===== config.mk =====
export PLATFORM = sky130hd
export DESIGN_NAME = inst_fetch_resp
export DESIGN_NICKNAME = d
export VERILOG_FILES = /design/src/rtl/inst_fetch_resp.sv
export SDC_FILE = /design/constraint.sdc
export NUM_CORES = 1
export LEC_CHECK = 0
export BUFFER_PORTS_ARGS = -buffer_cell sky130_fd_sc_hd__buf_2
export CAP_MARGIN = 10
export CORE_MARGIN = 3
export CORE_UTILIZATION = 56
export CTS_BUF_LIST = sky130_fd_sc_hd__clkbuf_4
export CTS_CLUSTER_DIAMETER = 50
export CTS_CLUSTER_SIZE = 24
export DETAILED_ROUTE_END_ITERATION = 16
export PLACE_DENSITY = 0.93
export SYNTH_ARGS = -nofsm -noshare
export SYNTH_HDL_FRONTEND = slang
export SYNTH_SLANG_ARGS = --single-unit
export TNS_END_PERCENT = 1

===== constraint.sdc =====
create_clock -name clk -period 1.85 [get_ports clk]
set_input_delay 0 -clock clk [delete_from_list [all_inputs] [get_ports clk]]
set_output_delay 0 -clock clk [all_outputs]
set_load 0.05 [all_outputs]

===== src/rtl/inst_fetch_resp.sv =====
// Purpose  : memory-side fetch responder; reads 4 bytes from a byte-wide sync memory, returns a LE word.
// Latency  : miss = 6 cycles accept->rdy; hit (INST_LAST_HIT_EN) = 1 cycle; throughput 1 word / 7 cycles.
// Backpr.  : core holds rom_ce_i/rom_addr_i until rom_rdy_o; dropping rom_ce_i mid-fetch aborts it.
//
// Ports: clk, rst (async active-low); rom_ce_i/rom_addr_i request; rom_data_o/rom_rdy_o completion;
//        mem_a_o byte address to program memory; mem_din_i = mem[mem_a_o of previous cycle].
// Optional: define INST_LAST_HIT_EN for a one-entry last-fetched-word buffer (hit path skips memory).
module inst_fetch_resp #(
  parameter int ADDR_W = 17
) (
  input  logic              clk,
  input  logic              rst,
  input  logic              rom_ce_i,
  input  logic [31:0]       rom_addr_i,
  output logic [31:0]       rom_data_o,
  output logic              rom_rdy_o,
  output logic [ADDR_W-1:0] mem_a_o,
  input  logic [7:0]        mem_din_i
);

  localparam int WA_W = ADDR_W - 2;

  typedef enum logic [1:0] {S_IDLE, S_ADDR, S_RD, S_DONE} state_e;

  state_e            state_q,  state_d;
  logic [WA_W-1:0]   base_q,   base_d;
  logic [1:0]        cnt_q,    cnt_d;
  logic [23:0]       shadow_q, shadow_d;
  logic [31:0]       data_q,   data_d;
  logic              rdy_q,    rdy_d;
  logic [ADDR_W-1:0] mem_a_q,  mem_a_d;

  logic [WA_W-1:0]   req_wa;
  logic              hit;
  logic              miss_done;
  logic              unused_addr_bits;

  assign req_wa           = rom_addr_i[ADDR_W-1:2];
  assign unused_addr_bits = ^{rom_addr_i[31:ADDR_W], rom_addr_i[1:0]};

  // Last byte arrives on mem_din_i in the cnt=3 RD cycle; a dropped ce there still aborts.
  assign miss_done = (state_q == S_RD) && rom_ce_i && (cnt_q == 2'd3);

`ifdef INST_LAST_HIT_EN
  logic            hbuf_vld_q;
  logic [WA_W-1:0] hbuf_wa_q;

  assign hit = hbuf_vld_q && (hbuf_wa_q == req_wa);

  // Only a completed miss refreshes the buffer; aborts leave it untouched.
  always_ff @(posedge clk or negedge rst) begin
    if (!rst) begin
      hbuf_vld_q <= 1'b0;
      hbuf_wa_q  <= '0;
    end else if (miss_done) begin
      hbuf_vld_q <= 1'b1;
      hbuf_wa_q  <= base_q;
    end
  end
`else
  assign hit = 1'b0;
`endif

  always_comb begin
    state_d  = state_q;
    base_d   = base_q;
    cnt_d    = cnt_q;
    shadow_d = shadow_q;
    data_d   = data_q;
    rdy_d    = 1'b0;
    mem_a_d  = mem_a_q;
    case (state_q)
      S_IDLE: begin
        if (rom_ce_i) begin
          if (hit) begin
            // rom_data_o already holds this word; no memory access.
            state_d = S_DONE;
            rdy_d   = 1'b1;
          end else begin
            base_d  = req_wa;
            mem_a_d = {req_wa, 2'b00};
            state_d = S_ADDR;
          end
        end
      end
      S_ADDR: begin
        if (!rom_ce_i) begin
          state_d = S_IDLE;
        end else begin
          mem_a_d = {base_q, 2'b01};
          cnt_d   = 2'd0;
          state_d = S_RD;
        end
      end
      S_RD: begin
        if (!rom_ce_i) begin
          state_d = S_IDLE;
        end else begin
          case (cnt_q)
            2'd0:    shadow_d[7:0]   = mem_din_i;
            2'd1:    shadow_d[15:8]  = mem_din_i;
            2'd2:    shadow_d[23:16] = mem_din_i;
            default: shadow_d        = shadow_q;
          endcase
          // Address runs one ahead of capture, so it stops at base+3.
          if (cnt_q < 2'd2) mem_a_d = mem_a_q + ADDR_W'(1);
          if (cnt_q == 2'd3) begin
            data_d  = {mem_din_i, shadow_q};
            rdy_d   = 1'b1;
            state_d = S_DONE;
          end else begin
            cnt_d = cnt_q + 2'd1;
          end
        end
      end
      default: begin
        state_d = S_IDLE;
      end
    endcase
  end

  always_ff @(posedge clk or negedge rst) begin
    if (!rst) begin
      state_q  <= S_IDLE;
      base_q   <= '0;
      cnt_q    <= 2'd0;
      shadow_q <= '0;
      data_q   <= '0;
      rdy_q    <= 1'b0;
      mem_a_q  <= '0;
    end else begin
      state_q  <= state_d;
      base_q   <= base_d;
      cnt_q    <= cnt_d;
      shadow_q <= shadow_d;
      data_q   <= data_d;
      rdy_q    <= rdy_d;
      mem_a_q  <= mem_a_d;
    end
  end

  assign rom_data_o = data_q;
  assign rom_rdy_o  = rdy_q;
  assign mem_a_o    = mem_a_q;

endmodule


==> results.cfg <==
[layout]
final_cells = 587
fin_util = 0.732
area_growth_pct = 24.8
final_nets = 535
drive_gt1_frac = 0.408
num_antenna_cells = 0

[synth]
ys_async_sr_fraction = 1.00
synth_seq_cells = 93
synth_area_leaders = dfrtp_1 54%, mux2_2 18%, o21ai_0 5.2%
syn_avg_cell_area_sq_um = 11.7
syn-cell-area_sq_um = 4300
ys_types = 45
synth_flop_cell = dfrtp_1
synth_edf_count = 0
syn-instance-count = 366
ys_seq_area_frac = 0.541
synth_area_leader_cell = dfrtp_1
synth_nets = 418
synth_top_area_frac = 0.541
ys_warn_count = 0

[critical_path]
cp_max_fo = 21
crit_required_ps = 2230
start_kind = flip-flop
critPathKind = flip-flop to flip-flop
cp-end-kind = flip-flop
arrival_ps = 2170

[floorplanning]
core_sq_um = 7330
die_h_um = 93.6
pin_count = 93
num_rows = 31
die_w_um = 93.6
die-area_sq_um = 8760
start_util = 0.586

[cts]
clock_sinks = 93
clock_path_buffers = 2
clock-root-buffer = clkbuf_4
numCtsBuffers = 9
htreeDepth = 3
clk_pin_slew_ps = 180
clkLatencyLatePin_ps = 460
cts_tree = built

[min_path]
min_path_type = input port to async pin

[sta]
tightest_slew_ps = 503
slew_headroom = 0.665
setup_viol = 0
slew_viol_final = 0
timing.final.crit_share = 0.967
skew_ps = 24.5
final-hold-violation-count = 0
fin_crit_ps = 1790
max_freq_mhz = 559

[global_route]
first_global_vias = 3508
grt_pass1_wl_mm = 16.8
grt_use_total = 0.245
grt_max_degree = 56
antenna_found_initial = 0
gr-total-overflow = 0

[place]
dp_cells = 538
gp_congestion = 0.815
dp_hpwl_mm = 6.53
portBuffers = 75

[status]
status = completed

[detailed_routing]
via_per_inst = 5.78
drc_errors = 0
drtPass1Iterations = 5
wire_per_inst_um = 17.6
routed_wirelength_mm = 10.3
drt_iter0_markers = 239
ant_nets = 0
vias = 3395

[power]
peakVddDrop_uv = 778
cellPowerDensity_nw_per_um2 = 1580
power.leakage_nw = 2.69

[run]
cap_violations = 0
## critical path, cell delays in order (launching register included)
cell and delay [ps]:
dfrtp_1 430, inv_1 150, ha_2 280, buf_8 200, nand2b_1 80, o311ai_0 300
o21ai_0 130, o21ai_0 150
## layout make-up
| class | count | area [sq um] |
|---|---|---|
| fill | 454 | 1970 |
| multi-input combinational | 242 | 1860 |
| clock buffer | 9 | 67.6 |
| timing repair buffer | 124 | 853 |
| inverter | 13 | 48.8 |
| sequential | 93 | 2330 |
| clock inverter | 7 | 78.8 |
| tap | 99 | 124 |
## cells in the mapped netlist (2+ instances only)
cell type	count
dfrtp_1	93
mux2_2	67
o21ai_0	45
nand2_1	34
inv_1	13
nand3_1	13
a21oi_1	9
ha_1	9
nor2_1	9
buf_2	8
clkbuf_1	8
a31oi_1	6
a22o_1	3
a41oi_1	3
o22ai_1	3
xor2_1	3
a21o_1	2
a22oi_1	2
a311oi_1	2
and2_1	2
nand2b_1	2
nand3_4	2
nand4_1	2
nor3_1	2
nor4_2	2
o31ai_1	2
xnor2_1	2
## routing by layer
layer,track usage,wire (um),vias to the layer above,part of all wire
li1,-,-,1540,-
met1,0.304,4150,1676,0.40
met2,0.412,5240,154,0.51
met3,0.0628,689,25,0.067
met4,0.0927,248,0,0.024
met5,0,0,-,0
## power by group
| group | internal, mW | switching, mW | leakage, nW |
|---|---|---|---|
| logic | 1.57 | 2.50 | 1.40 |
| clock network | 0.325 | 0.783 | 0.0790 |
| registers | 2.73 | 0.563 | 1.21 |
## worst paths after layout
check | slack, ps | start | cells after the start | endpoint
setup reg to reg | 60 | state_q[0] | 7 | mem_a_o[5]
setup / recovery | 60 | state_q[0] | 7 | mem_a_o[5]
hold / removal | 20 | rst | 2 | base_q[8]
max in group asynchronous | 1160 | rst | 3 | shadow_q[10]
hold reg to reg | 510 | base_q[10] | 2 | base_q[10]
min in group clk | 300 | rom_addr_i[10] | 3 | base_q[8]
## what timing repair did
action / CTS / global route
hold buffers: 25 / 0
hold endpoints to repair: 153 / 0
gates resized for setup: 2 / 9
pin swaps: 0 / 3
buffers inserted: 0 / 8
endpoints found under the setup margin: 3 / 18
## per-stage QoR
| stage | hold WS (ps) | setup slack [ps] | cell area, sq um | TNS, ps | power, mW |
|---|---|---|---|---|---|
| floorplan | -296 | 84.1 | 4300 | 0 | 6.00 |
| global placement | -6.10 | 151 | 4870 | 0 | 6.85 |
| detailed placement | -0.563 | -51.2 | 4870 | -51.2 | 7.10 |
| CTS | 11.2 | 7.97 | 5280 | 0 | 8.27 |
| global route | 37.6 | -28.4 | 5360 | -58.1 | 9.01 |
| finish | 16.5 | 60.5 | 5360 | 0 | 8.47 |
## sequential cells by signal, indices dropped and copies added, names as in the netlist
name and count:
cnt_q 2, rom_rdy_o 1, rom_data_o 32, base_q 15, mem_a_o 17, shadow_q 24
state_q 2
## cell families after synthesis
family	after synthesis	synth area share
flip-flops	93	0.541
AND/OR/NAND/NOR	75	0.0940
AO/OA/AOI/OAI	85	0.118
adder cells (fa/ha/maj)	9	0.0262
buffers and inverters	31	0.0320
multiplexers	68	0.178
XOR/XNOR	5	0.0102
## cells in the final DEF, fill, tap and decap left out, drive strengths merged, types with 4 or more instances in the layout
| cell type | instances |
|---|---|
| buf | 99 |
| dfrtp | 93 |
| mux2 | 67 |
| o21ai | 46 |
| nand2 | 35 |
| dlygate4sd3 | 25 |
| inv | 17 |
| nand3 | 15 |
| nor2 | 9 |
| a21oi | 9 |
| clkbuf | 9 |
| ha | 9 |
| a31oi | 6 |
| nor4 | 4 |
(Power assumes the default switching activity.)
